$ cat config.mk
export PLATFORM = sky130hd
export DESIGN_NAME = id_scoreboard
export DESIGN_NICKNAME = d
export VERILOG_FILES = /design/src/rtl/id_scoreboard.sv
export SDC_FILE = /design/constraint.sdc
export NUM_CORES = 1
export LEC_CHECK = 0
export CORE_MARGIN = 5
export CORE_UTILIZATION = 60
export DETAILED_ROUTE_END_ITERATION = 8
export GPL_ROUTABILITY_DRIVEN = 0
export PLACE_DENSITY = 0.83
export SKIP_LAST_GASP = 1
export SLEW_MARGIN = 20
export SYNTH_ARGS = -nofsm -noshare
export SYNTH_HDL_FRONTEND = slang
export SYNTH_SLANG_ARGS = --single-unit
$ cat constraint.sdc
create_clock -name clk -period 7.5 [get_ports clk]
set_clock_uncertainty 0.2 [all_clocks]
set_input_delay 1.5 -clock clk [delete_from_list [all_inputs] [get_ports clk]]
set_output_delay 1.5 -clock clk [all_outputs]
set_load 0.01 [all_outputs]
$ cat src/rtl/id_scoreboard.sv
// ID-stage countdown scoreboard: per-register latency counters drive RAW/WAW stall.
// Optional statistics counters are enabled with macro ID_SCOREBOARD_STATS_EN.
module id_scoreboard #(
    parameter int NREG      = 32,
    parameter int MAX_LAT   = 7,
    parameter int FWD_SLACK = 1,
    parameter int BR_SLACK  = 0,
    localparam int AW = $clog2(NREG),
    localparam int LW = $clog2(MAX_LAT + 1)
) (
    input  logic            clk,
    input  logic            rst_n,
    input  logic            id_valid,
    input  logic [AW-1:0]   id_rs,
    input  logic            id_rs_used,
    input  logic [AW-1:0]   id_rt,
    input  logic            id_rt_used,
    input  logic            id_is_branch,
    input  logic [AW-1:0]   id_dst,
    input  logic            id_dst_we,
    input  logic [LW-1:0]   id_lat,
    input  logic            flush,
    output logic            stall,
    output logic            issue,
    output logic [NREG-1:0] busy_vec
`ifdef ID_SCOREBOARD_STATS_EN
    ,
    output logic [31:0]     stall_cnt,
    output logic [15:0]     raw_cnt,
    output logic [15:0]     waw_cnt
`endif
);

    logic [LW-1:0] cnt_r [NREG];
    logic [LW-1:0] lat_c_s;
    logic [LW-1:0] slack_s;
    logic          raw_rs_s;
    logic          raw_rt_s;
    logic          waw_s;
    logic          load_s;

    // Latency clamp, slack select and hazard detection for the ID-stage instruction
    always_comb begin
        lat_c_s  = (id_lat > LW'(MAX_LAT)) ? LW'(MAX_LAT) : id_lat;
        slack_s  = id_is_branch ? LW'(BR_SLACK) : LW'(FWD_SLACK);
        raw_rs_s = id_rs_used & (id_rs != {AW{1'b0}}) & (cnt_r[id_rs] > slack_s);
        raw_rt_s = id_rt_used & (id_rt != {AW{1'b0}}) & (cnt_r[id_rt] > slack_s);
        // A pending write landing later than ours would overwrite the younger result.
        waw_s    = id_dst_we & (id_dst != {AW{1'b0}}) & (cnt_r[id_dst] > lat_c_s);
        stall    = id_valid & (raw_rs_s | raw_rt_s | waw_s);
        issue    = id_valid & ~stall;
        load_s   = issue & id_dst_we & (id_dst != {AW{1'b0}});
    end

    // Counter update: flush clears, otherwise count down and load the issuing destination
    always_ff @(posedge clk or negedge rst_n) begin
        if (!rst_n) begin
            for (int r = 0; r < NREG; r++) begin
                cnt_r[r] <= {LW{1'b0}};
            end
        end else if (flush) begin
            for (int r = 0; r < NREG; r++) begin
                cnt_r[r] <= {LW{1'b0}};
            end
        end else begin
            for (int r = 0; r < NREG; r++) begin
                if (load_s && (id_dst == AW'(r))) begin
                    cnt_r[r] <= lat_c_s;
                end else if (cnt_r[r] != {LW{1'b0}}) begin
                    cnt_r[r] <= cnt_r[r] - {{(LW-1){1'b0}}, 1'b1};
                end else begin
                    cnt_r[r] <= cnt_r[r];
                end
            end
        end
    end

    // Busy view of every counter
    always_comb begin
        busy_vec = {NREG{1'b0}};
        for (int r = 0; r < NREG; r++) begin
            busy_vec[r] = (cnt_r[r] != {LW{1'b0}});
        end
    end

`ifdef ID_SCOREBOARD_STATS_EN
    logic raw_any_s;
    assign raw_any_s = raw_rs_s | raw_rt_s;

    // Saturating stall statistics, cleared by reset and flush
    always_ff @(posedge clk or negedge rst_n) begin
        if (!rst_n) begin
            stall_cnt <= 32'd0;
            raw_cnt   <= 16'd0;
            waw_cnt   <= 16'd0;
        end else if (flush) begin
            stall_cnt <= 32'd0;
            raw_cnt   <= 16'd0;
            waw_cnt   <= 16'd0;
        end else begin
            if (stall && (stall_cnt != {32{1'b1}})) begin
                stall_cnt <= stall_cnt + 32'd1;
            end else begin
                stall_cnt <= stall_cnt;
            end
            if (stall && raw_any_s && (raw_cnt != {16{1'b1}})) begin
                raw_cnt <= raw_cnt + 16'd1;
            end else begin
                raw_cnt <= raw_cnt;
            end
            if (stall && waw_s && !raw_any_s && (waw_cnt != {16{1'b1}})) begin
                waw_cnt <= waw_cnt + 16'd1;
            end else begin
                waw_cnt <= waw_cnt;
            end
        end
    end
`endif

endmodule
After elaboration in Yosys (flattened, before gate mapping)
Index checks and enable logic that the tools add are counted.

Reduce and logical (&&, ||, !) cells: 100. Multiplexer cells: 76. Bitwise operators: 16. Add/sub/neg operators: 32. Magnitude comparators: 7. Equality and inequality tests: 31.

Operators by type and width (count): 3-bit 2-to-1 mux (71); 3-bit nonzero test (64); 96-bit 2-to-1 mux (1); 3-bit by 1-bit subtractor with 3-bit output, second input constant (32); 5-bit == test, second input constant (16); 3-bit binary-select mux with 5-bit select (3); 5-bit by 4-bit == test with 1-bit output, second input constant (8); 1-bit logical AND (32); 5-bit by 3-bit == test with 1-bit output, second input constant (4); 6-bit >= comparator, second input constant (3); 5-bit NOT with 6-bit output (3); 5-bit nonzero test (3); 1-bit bitwise AND (10); 5-bit by 2-bit == test with 1-bit output, second input constant (2); 3-bit by 1-bit greater-than comparator with 1-bit output (2); 5-bit by 1-bit == test with 1-bit output, second input constant (1); 5-bit logical NOT (1); 3-bit greater-than comparator (1); 3-bit greater-than comparator, second input constant (1); 1-bit OR (2); 1-bit 2-to-1 mux (1); 1-bit NOT (1).

Bits of input ports: 26. Logic and storage cells: 294. Output and inout port bits: 34. Register bits: 96.

Longest topological paths before layout
Depth in word-level cells: 16. Gate-level depth with buffers: 15. Mapped depth without buffers: 11.

Worst setup path after synthesis
OpenSTA, ideal clock, no wires.

Path kind: in2out. From: input id_dst[1]. To: output stall. Stages: 13. Arrival: 5036 ps. Path slack: 764 ps. Buffers on the path: 3. Required time: 5800 ps. Path through: clkbuf_1 -> clkbuf_1 -> mux4_2 -> mux4_2 -> mux2_2 -> ha_1 -> nor2b_1 -> o21ai_0 -> a221oi_1 -> nor2_1 -> a32o_4 -> buf_12 -> a21boi_0.

Cells in the longest elaborated chain, start to end: 8.

Ends and longest elaborated chain: start: declaration (line 19) `input logic [AW-1:0] id_dst,`; 5-bit NOT with 6-bit output (implied by the code) (line 49) `waw_s = id_dst_we & (id_dst != {AW{1'b0}}) & (cnt_r[id_dst] > lat_c_s);`; 3-bit binary-select mux with 5-bit select (line 49); 3-bit 2-to-1 mux (implied by the code) (2 in series) (line 49); 3-bit greater-than comparator (line 49); 1-bit bitwise AND (*) (line 49); 1-bit OR (*) (line 50) `stall = id_valid & (raw_rs_s | raw_rt_s | waw_s);`; 1-bit bitwise AND (*) (line 50); end: declaration (line 23) `output logic stall,`.

Mark *: on every way between the ends. The rest lies on a longest branch, timed or not. The select of a mux whose other input is x is not followed.

Final worst setup path
Same ends and word-level chain as after synthesis.

==> results.yml <==
status:
  run_status: "finished, final reports clean"
cts:
  numCtsBuffers: 9
  clock-root-buffer: "clkbuf_16"
  clk_transition_reported_paths_ns: 0.06
  max-clock-path-buffers: 2
  cts_hold_repair.buffers: 0
  cts_tree: "yes"
  clkLatencyLatePin_ns: 0.36
  cts-htree-levels: 3
  clkSinkCount: 96
detailed_routing:
  dr.pass1.iters: 7
  dr.first_iter.drc_count: 756
  routed-via-count: 7182
  post-route-drc-count: 0
  avgRoutedWirePerCell_um: 20.0
  antenna_violating_nets_post_route: 0
  routed_via_density: 6.25
  routed_wirelength_um: 23000
cells_and_area:
  nets: 1054
  reg_top3: "cnt_r: 96 flops"
  diodes: 0
  mostFrequentLayoutCell: "inv_1"
  register_area_mm2: 0.00240
  layout-area-overhead-vs-synth_pct: 10.8
  largest-register: "cnt_r"
  multi_input_area_mm2: 0.00593
  most-common-layout-cells: "136 x inv_1, 97 x mux2i_1, 96 x dfrtp_1"
  final_layout_size_suffix_gt1_frac: 0.134
  fillerInstances: 1118
  largest_register_ffs: 96
sta:
  period_minus_slack_ns: 7.22
  fin_crit_sh: 0.963
  tightestPinTransition_ns: 0.907
  grt_setup_unrepaired: "no"
  finalSetupViolCount: 0
  totalNegativeSetupSlack_ns: 0
  number_of_hold_violations_in_the_final_report: 0
  max_freq_mhz: 138
  final_max_slew_viol_count: 0
  slew_headroom: 0.393
synth:
  synthCells: 922
  ys_types: 52
  mappedNetlistArea_mm2: 0.00909
  syn_nets: 1017
  ys.flop_type: "dfrtp_1"
  synth_top_cell_by_area: "dfrtp_1"
  yosysTopAreaCellShare: 0.264
  synth-edff-count: 0
  synthTopCellsByArea: "dfrtp_1 26%, mux4_2 14%, mux2i_1 11%"
  warnings_synthesis: 0
  post_syn_area_per_cell_um2: 9.86
  async_reset_ff_frac: 1.00
  ys_ff_latch: 96
  synth_seq_area_share: 0.264
critical_path:
  cp_data_required_time_ns: 5.80
  timing.setup.critical_path_class: "in -> out"
  arrival_ns: 5.52
  critical_path.endpoint_type: "output port"
  setup.worst_path.start_class: "primary input"
  critical_path_maximum_fanout: 29
global_route:
  grt_start_max_net_pins: 100
  wire_length_of_the_first_global_routing_pass_um: 37900
  groute.usage.overall: 0.268
  number_of_antenna_violations_at_the_first_check_in_global_routing: 0
  grt_overflow: 0
  number_of_global_route_vias_before_repair: 7203
die:
  dieHeight_um: 133
  design.portCount: 60
  core_area_mm2: 0.0150
  die_w_um: 133
  initial_utilization: 0.605
  core.rowCount: 45
  total_die_area_mm2: 0.0177
hold_path:
  hold_path_class: "reg -> reg"
place:
  hpwlAfterDp_um: 16800
  port_buffers: 59
job:
  cap_viol_max_count: 0
power_and_ir_drop:
  worst_ir_drop_vdd_v: 0.000184
  power_mw: 3.49
  cellLeakagePower_nw: 4.77
  power.density_cell_area_mw_per_mm2: 346
layer usage:
layer / GRT usage / up-vias / routed length (um)
li1: - / 3266 / -
met1: 0.357 / 3420 / 9300
met2: 0.422 / 420 / 10600
met3: 0.0634 / 76 / 2290
met4: 0.115 / 0 / 816
met5: 0 / - / 0
report_power, final:
group	switching (mW)	internal, mW
registers	0.291	0.702
logic	1.02	1.02
clock network	0.190	0.262
total	1.50	1.98
synth_stat cells, types with 8 or more instances:
master,count
buf_2,15
clkbuf_1,26
dfrtp_1,96
ha_1,69
inv_1,136
mux2i_1,97
mux4_2,58
nand2_1,69
nand2b_1,97
nand4_2,8
nand4_4,21
nor2_1,41
nor3_1,17
nor3b_1,10
o21ai_0,69
xnor2_1,31
what timing repair did:
| item | 4_1_cts | 5_1_grt |
|---|---|---|
| gates resized for setup | 0 | 1 |
| setup buffers | 0 | 0 |
| hold endpoints to repair | 0 | 0 |
| setup endpoints to repair | 0 | 1 |
cell families after synthesis:
family | after synthesis | share of synthesized area
AOI/OAI and AO/OA | 99 | 0.0639
DFF | 96 | 0.264
and+or+nand+nor | 283 | 0.206
adders and majority gates | 69 | 0.0950
muxes | 157 | 0.253
buffers and inverters | 186 | 0.0875
xor gates and xnor gates | 32 | 0.0308
critical path, stage by stage:
cell and delay (ns):
clkdlybuf4s50_1 0.50, buf_12 0.20, mux4_2 0.54, mux4_2 0.47, mux2_2 0.27, ha_1 0.30
nor2b_1 0.13, o21ai_0 0.11, a221oi_2 0.35, nor2_1 0.10, a32o_4 0.30, a21boi_0 0.17
clkdlybuf4s50_1 0.56
through the flow:
stage,hold slack [ns],setup slack [ns],cells,cell area (um2),utilization
global placement,0.393,0.351,1136,9780,0.651
detailed placement,0.416,0.260,1136,9790,0.651
CTS,0.432,0.214,1149,10100,0.670
floorplan,0.342,0.764,922,9090,-
finish,0.432,0.278,1149,10100,0.670
global route,0.484,0.0260,1149,10100,0.670
worst paths after layout:
path / cells after the start / end / start / slack, ns
worst max-delay path: 13 / stall / id_dst[1] / 0.28
worst min-delay path: 2 / cnt_r[95] / cnt_r[95] / 0.43
worst max register to register: 12 / cnt_r[11] / cnt_r[49] / 2.98
worst min register to register: 2 / cnt_r[95] / cnt_r[95] / 0.43
max in group asynchronous: 2 / cnt_r[48] / rst_n / 5.05
min in group asynchronous: 1 / cnt_r[17] / rst_n / 0.93
final cells by class:
type                            instances  area share
Multi-Input combinational cell        640       0.588
Sequential cell                        96       0.238
Clock inverter                          1     0.00298
Clock buffer                           12      0.0245
Timing Repair Buffer                   75      0.0718
Inverter                              137      0.0510
Tap cell                              188      0.0233
Power figures use the tool's default switching activity.
